<file path="config.mk">
export PLATFORM = sky130hd
export DESIGN_NAME = sqrt_controller
export DESIGN_NICKNAME = d
export VERILOG_FILES = /design/src/rtl/sqrt_controller.sv
export SDC_FILE = /design/constraint.sdc
export NUM_CORES = 1
export LEC_CHECK = 0
export CAP_MARGIN = 10
export CORE_MARGIN = 2
export CORE_UTILIZATION = 45
export DETAILED_ROUTE_END_ITERATION = 10
export PLACE_DENSITY_LB_ADDON = 0.15
export SYNTH_ARGS = -nofsm -noshare
export SYNTH_HDL_FRONTEND = slang
export SYNTH_SLANG_ARGS = --single-unit
export TNS_END_PERCENT = 50
</file>
<file path="constraint.sdc">
create_clock -name clk -period 2.4 [get_ports clk]
set_input_delay 0.48 -clock clk [delete_from_list [all_inputs] [get_ports clk]]
set_output_delay 0.48 -clock clk [all_outputs]
set_load 0.01 [all_outputs]
</file>
<file path="src/rtl/sqrt_controller.sv">
// Sequencing controller for the iterative square-root unit.
// Resolves special operands directly. Finite positive operands are driven
// through the load, iterate and round phases of the digit-recurrence
// datapath. The result is presented under a valid/ready handshake.
module sqrt_controller #(
  parameter int EXP_SIZE = 11,
  parameter int ITER_S   = 26,
  parameter int ITER_D   = 55,
  parameter int BIAS_S   = 127,
  parameter int BIAS_D   = 1023
) (
  input  logic                clk,
  input  logic                rst,
  input  logic                start,
  output logic                in_ready,
  input  logic                in_type,
  input  logic [2:0]          in_flags,
  input  logic [EXP_SIZE-1:0] in_exp,
  input  logic                sign,
  output logic                dp_load,
  output logic                dp_odd_shift,
  output logic                dp_step,
  output logic                dp_round,
  output logic                out_valid,
  input  logic                out_ready,
  output logic [EXP_SIZE-1:0] out_exp,
  output logic [2:0]          out_flags,
  output logic                out_sign,
  output logic                out_type
);

  localparam int CNT_W = $clog2(ITER_D + 1);

  localparam logic [2:0] FL_FINITE = 3'b100;
  localparam logic [2:0] FL_INF    = 3'b010;
  localparam logic [2:0] FL_NAN    = 3'b001;
  localparam logic [2:0] FL_ZERO   = 3'b000;

  typedef enum logic [2:0] {IDLE, LOAD, ITER, ROUND, DONE} state_t;

  state_t              state;
  logic [CNT_W-1:0]    cnt;
  logic [CNT_W-1:0]    cnt_last;
  logic                cap_type;
  logic [EXP_SIZE-1:0] res_exp;
  logic                is_finite_pos;

  // Result exponent: (biased exponent + bias) / 2. The sum is formed one bit
  // wider so it cannot overflow; the halving brings it back into range.
  function automatic logic [EXP_SIZE-1:0] half_exp(input logic [EXP_SIZE-1:0] e,
                                                   input logic dbl);
    logic [EXP_SIZE:0] b;
    logic [EXP_SIZE:0] s;
    b = dbl ? (EXP_SIZE+1)'(BIAS_D) : (EXP_SIZE+1)'(BIAS_S);
    s = {1'b0, e} + b;
    return s[EXP_SIZE:1];
  endfunction

  // Special-operand result packed as {flags, sign, exponent}.
  // NaN has priority, then zero (keeps its sign), then any negative
  // nonzero operand is invalid, then +inf.
  function automatic logic [EXP_SIZE+3:0] special_res(input logic [2:0] fl,
                                                      input logic sg);
    logic [EXP_SIZE-1:0] ones;
    ones = '1;
    if (fl[0])               return {FL_NAN, 1'b0, ones};
    else if (fl == FL_ZERO)  return {FL_ZERO, sg, {EXP_SIZE{1'b0}}};
    else if (sg)             return {FL_NAN, 1'b0, ones};
    else if (fl[1])          return {FL_INF, 1'b0, ones};
    else                     return {FL_NAN, 1'b0, ones};
  endfunction

  assign is_finite_pos = (in_flags == FL_FINITE) && !sign;
  assign cnt_last      = cap_type ? CNT_W'(ITER_D - 1) : CNT_W'(ITER_S - 1);

  // Controller FSM with registered handshake, datapath strobes and result.
  always_ff @(posedge clk) begin
    if (rst) begin
      state        <= IDLE;
      in_ready     <= 1'b1;
      dp_load      <= 1'b0;
      dp_odd_shift <= 1'b0;
      dp_step      <= 1'b0;
      dp_round     <= 1'b0;
      out_valid    <= 1'b0;
      out_exp      <= '0;
      out_flags    <= FL_ZERO;
      out_sign     <= 1'b0;
      out_type     <= 1'b0;
      cnt          <= '0;
    end else begin
      case (state)
        IDLE: begin
          if (start) begin
            in_ready <= 1'b0;
            cap_type <= in_type;
            if (is_finite_pos) begin
              res_exp      <= half_exp(in_exp, in_type);
              // Bias is odd, so an even biased exponent means an odd
              // unbiased exponent that needs the mantissa pre-shift.
              dp_odd_shift <= ~in_exp[0];
              dp_load      <= 1'b1;
              state        <= LOAD;
            end else begin
              {out_flags, out_sign, out_exp} <= special_res(in_flags, sign);
              out_type  <= in_type;
              out_valid <= 1'b1;
              state     <= DONE;
            end
          end
        end
        LOAD: begin
          dp_load      <= 1'b0;
          dp_odd_shift <= 1'b0;
          dp_step      <= 1'b1;
          cnt          <= '0;
          state        <= ITER;
        end
        ITER: begin
          cnt <= cnt + 1'b1;
          if (cnt == cnt_last) begin
            dp_step  <= 1'b0;
            dp_round <= 1'b1;
            state    <= ROUND;
          end
        end
        ROUND: begin
          dp_round  <= 1'b0;
          out_valid <= 1'b1;
          out_exp   <= res_exp;
          out_flags <= FL_FINITE;
          out_sign  <= 1'b0;
          out_type  <= cap_type;
          state     <= DONE;
        end
        DONE: begin
          if (out_ready) begin
            out_valid <= 1'b0;
            in_ready  <= 1'b1;
            state     <= IDLE;
          end
        end
        default: begin
          state <= IDLE;
        end
      endcase
    end
  end

endmodule

</file>
==> reports/qor.yml <==
sta:
  period_minus_slack_ns: 2.13
  slew_headroom_pct: 69.5
  skew_ns: 0.00322
  finalMaxSlewViolations: 0
  tns_ns: 0
  grt_setup_unrepaired: "false"
  finalSetupViolCount: 0
  finalHoldViolCount: 0
  max_slew.worst_pin.slew_ns: 0.456
  fmax_mhz: 469
  fin_crit_sh_pct: 88.8
final_layout:
  regArea_um2: 981
  final_cell_mix: "41 x clkdlybuf4s50_1, 31 x dfxtp_1, 29 x nor2_1"
  fillers: 413
  synthToLayoutAreaGrowth_pct: 29.0
  nets: 284
  final_cell_area_um2: 2590
  multi_input_area_um2: 942
  antenna-diode-count: 0
  final_common_cell: "clkdlybuf4s50_1"
  layout-drive-gt1-share_pct: 9.62
min_path:
  hp-class: "reg2reg"
  hold-path-cell-count: 2
route:
  avgRoutedWirePerCell_um: 13.0
  first_iter_violations: 103
  routed_wl_mm: 4.05
  drt-vias-per-instance: 5.29
  vias: 1651
  ant_nets: 0
  first_pass_iters: 4
  route.detailed.drc: 0
worst_setup_path:
  ff2ff_path_depth: 4
  crit_arrival_ns: 2.13
  critical_path_required_ns: 2.40
  worstSetupStartpointType: "primary input"
  worstPathMaxFanout: 5
  worst-setup-path-type: "in2reg"
  crit_buf_inv: 1
  path_depth: 6
  critPathTopFamily: "buffers and inverters"
  r2r_setup_slack_ns: 0.54
  crit_chain: "clkdlybuf4s50_1, ha_1, nor2b_1, and3_1, a221oi_1, o311ai_0"
  cpPeakStageDelay_ns: 0.49
  worstSetupEndpointType: "flip-flop"
  crit_path_top_delay_cell: "clkdlybuf4s50_1"
yosys:
  synth_edf_count: 12
  synthTopCellsByArea: "dfxtp_1 31%, edfxtp_1 18%, nor2_1 5.4%, a21oi_1 5.2%, nor3_1 4.0%"
  syn-instance-count: 214
  synth_seq_cells: 43
  synth_top_cell_by_area: "dfxtp_1"
  yosysTopAreaCellShare_pct: 31.0
  synth_warnings: 0
  ys_seq_area_share_pct: 48.9
  syn_avg_cell_area_um2: 9.37
  synth_fp_nets: 239
  syn_area_um2: 2000
  ys_types: 46
  synthArstFlopShare_pct: 0
  synthFlopType: "dfxtp_1"
placed_design:
  place_area_um2: 2500
  dpl.hpwl_mm: 2.97
  io_buffers: 41
  routabilityCongestion: 0.856
clock_network:
  cts.sinks: 43
  clkLatencyLatePin_ns: 0.29
  cts-root-buf: "clkbuf_8"
  holdBufCountCts: 0
  cts_tree: "built"
  cts_htree_levels: 2
  cts.clk_slew.worst_paths_ns: 0.08
  numCtsBuffers: 5
  cts_setup_buffers: 0
  cts_max_path_buffers: 2
  ctsResizeCount: 0
die:
  io_pins: 42
  row_count: 24
  coreArea_um2: 4320
  die-area_um2: 5000
  initial_core_util_pct: 46.4
  die_height_um: 70.7
  die_w_um: 70.7
global_route:
  grt_start_max_net_pins: 32
  grt_pass1_wl_mm: 6.78
  grt_pass1_vias: 1439
  antenna_found_initial: 0
  grt_util_all_layers_pct: 17.0
  grt-ovfl-total: 0
job:
  max_cap_violations: 0
run_status:
  outcome: "complete, no violations"
pwr:
  ir_drop_mv: 0.219
  leakagePower_nw: 0.974
  powerDensity_nw_per_um2: 571
-- final cells by class --
class,instances,share of cell area (%)
sequential,43,37.9
multi-input combinational,153,36.4
timing repair buffer,50,19.0
clock buffer,6,2.81
tap,52,2.52
inverter,6,0.871
clock inverter,2,0.484
-- flip-flops by register name, summed over array words and instances (netlist names), 3 cells and up --
| signal | count |
|---|---|
| out_exp | 11 |
| res_exp | 11 |
| cnt | 6 |
| out_flags | 3 |
| state | 3 |
-- synthesized netlist by cell type (2+ instances only) --
cell and count:
edfxtp_1 12, nand2b_1 8, nand4_1 4, nor2_1 29, buf_2 2, nand2_1 15, a21o_1 2, clkbuf_1 7
xor2_1 4, nor4_1 2, a21oi_1 21, nor3b_1 2, nand3b_1 4, o21ai_0 3, inv_1 6, mux2i_1 3
ha_1 5, dfxtp_1 31, xnor2_1 4, nor4b_1 2, a31oi_1 4, mux2_2 3, a211oi_1 2, nor3_1 16
and2_1 2
-- path summary, 6_finish.rpt --
path / startpoint / endpoint
max: in_type / res_exp[9]
min: in_ready / in_ready
min reg2reg: in_ready / in_ready
max reg2reg: state[0] / res_exp[3]
-- logic make-up (layout without fill, tap and decap cells) --
logic type	after synthesis	after routing	synth area share, %
and+or+nand+nor	93	93	24.3
muxes	6	6	3.18
buffers and inverters	18	64	4.06
adders and majority gates	5	5	3.12
DFF	43	43	48.9
AOI/OAI and AO/OA	41	41	12.9
xor gates and xnor gates	8	8	3.50
-- worst register-to-register path: stages (launching register included) --
cell and delay (ns):
dfxtp_1 0.45, or4b_4 0.61, nor2_1 0.18, and2_1 0.20, buf_12 0.14
-- power by group --
part	switching (mW)	total [mW]	internal, mW
logic	0.107	0.237	0.130
registers	0.0193	0.798	0.778
clock network	0.237	0.441	0.203
total	0.364	1.48	1.11
-- routing by layer --
layer	GRT usage, %	vias to the layer above	part of all wire (%)
met5	0	-	0
met4	5.66	0	1.1
met3	4.42	4	5.0
met2	23.8	38	41
met1	25.6	762	52
li1	-	847	-
-- stage by stage --
stage                     power [mW]  worst slack, ns  hold WS (ns)  util (%)  cells
after global placement          1.05           0.0832         0.437      57.8    304
after floorplan                0.935            0.607         0.467         -    214
final                           1.48            0.268         0.462      59.8    312
after global routing            1.55           0.0795         0.478      59.8    312
after CTS                       1.49            0.315         0.465      59.8    312
after detailed placement        1.05         0.000762         0.454      57.8    304
No activity file was read; power rests on OpenSTA's default activity.
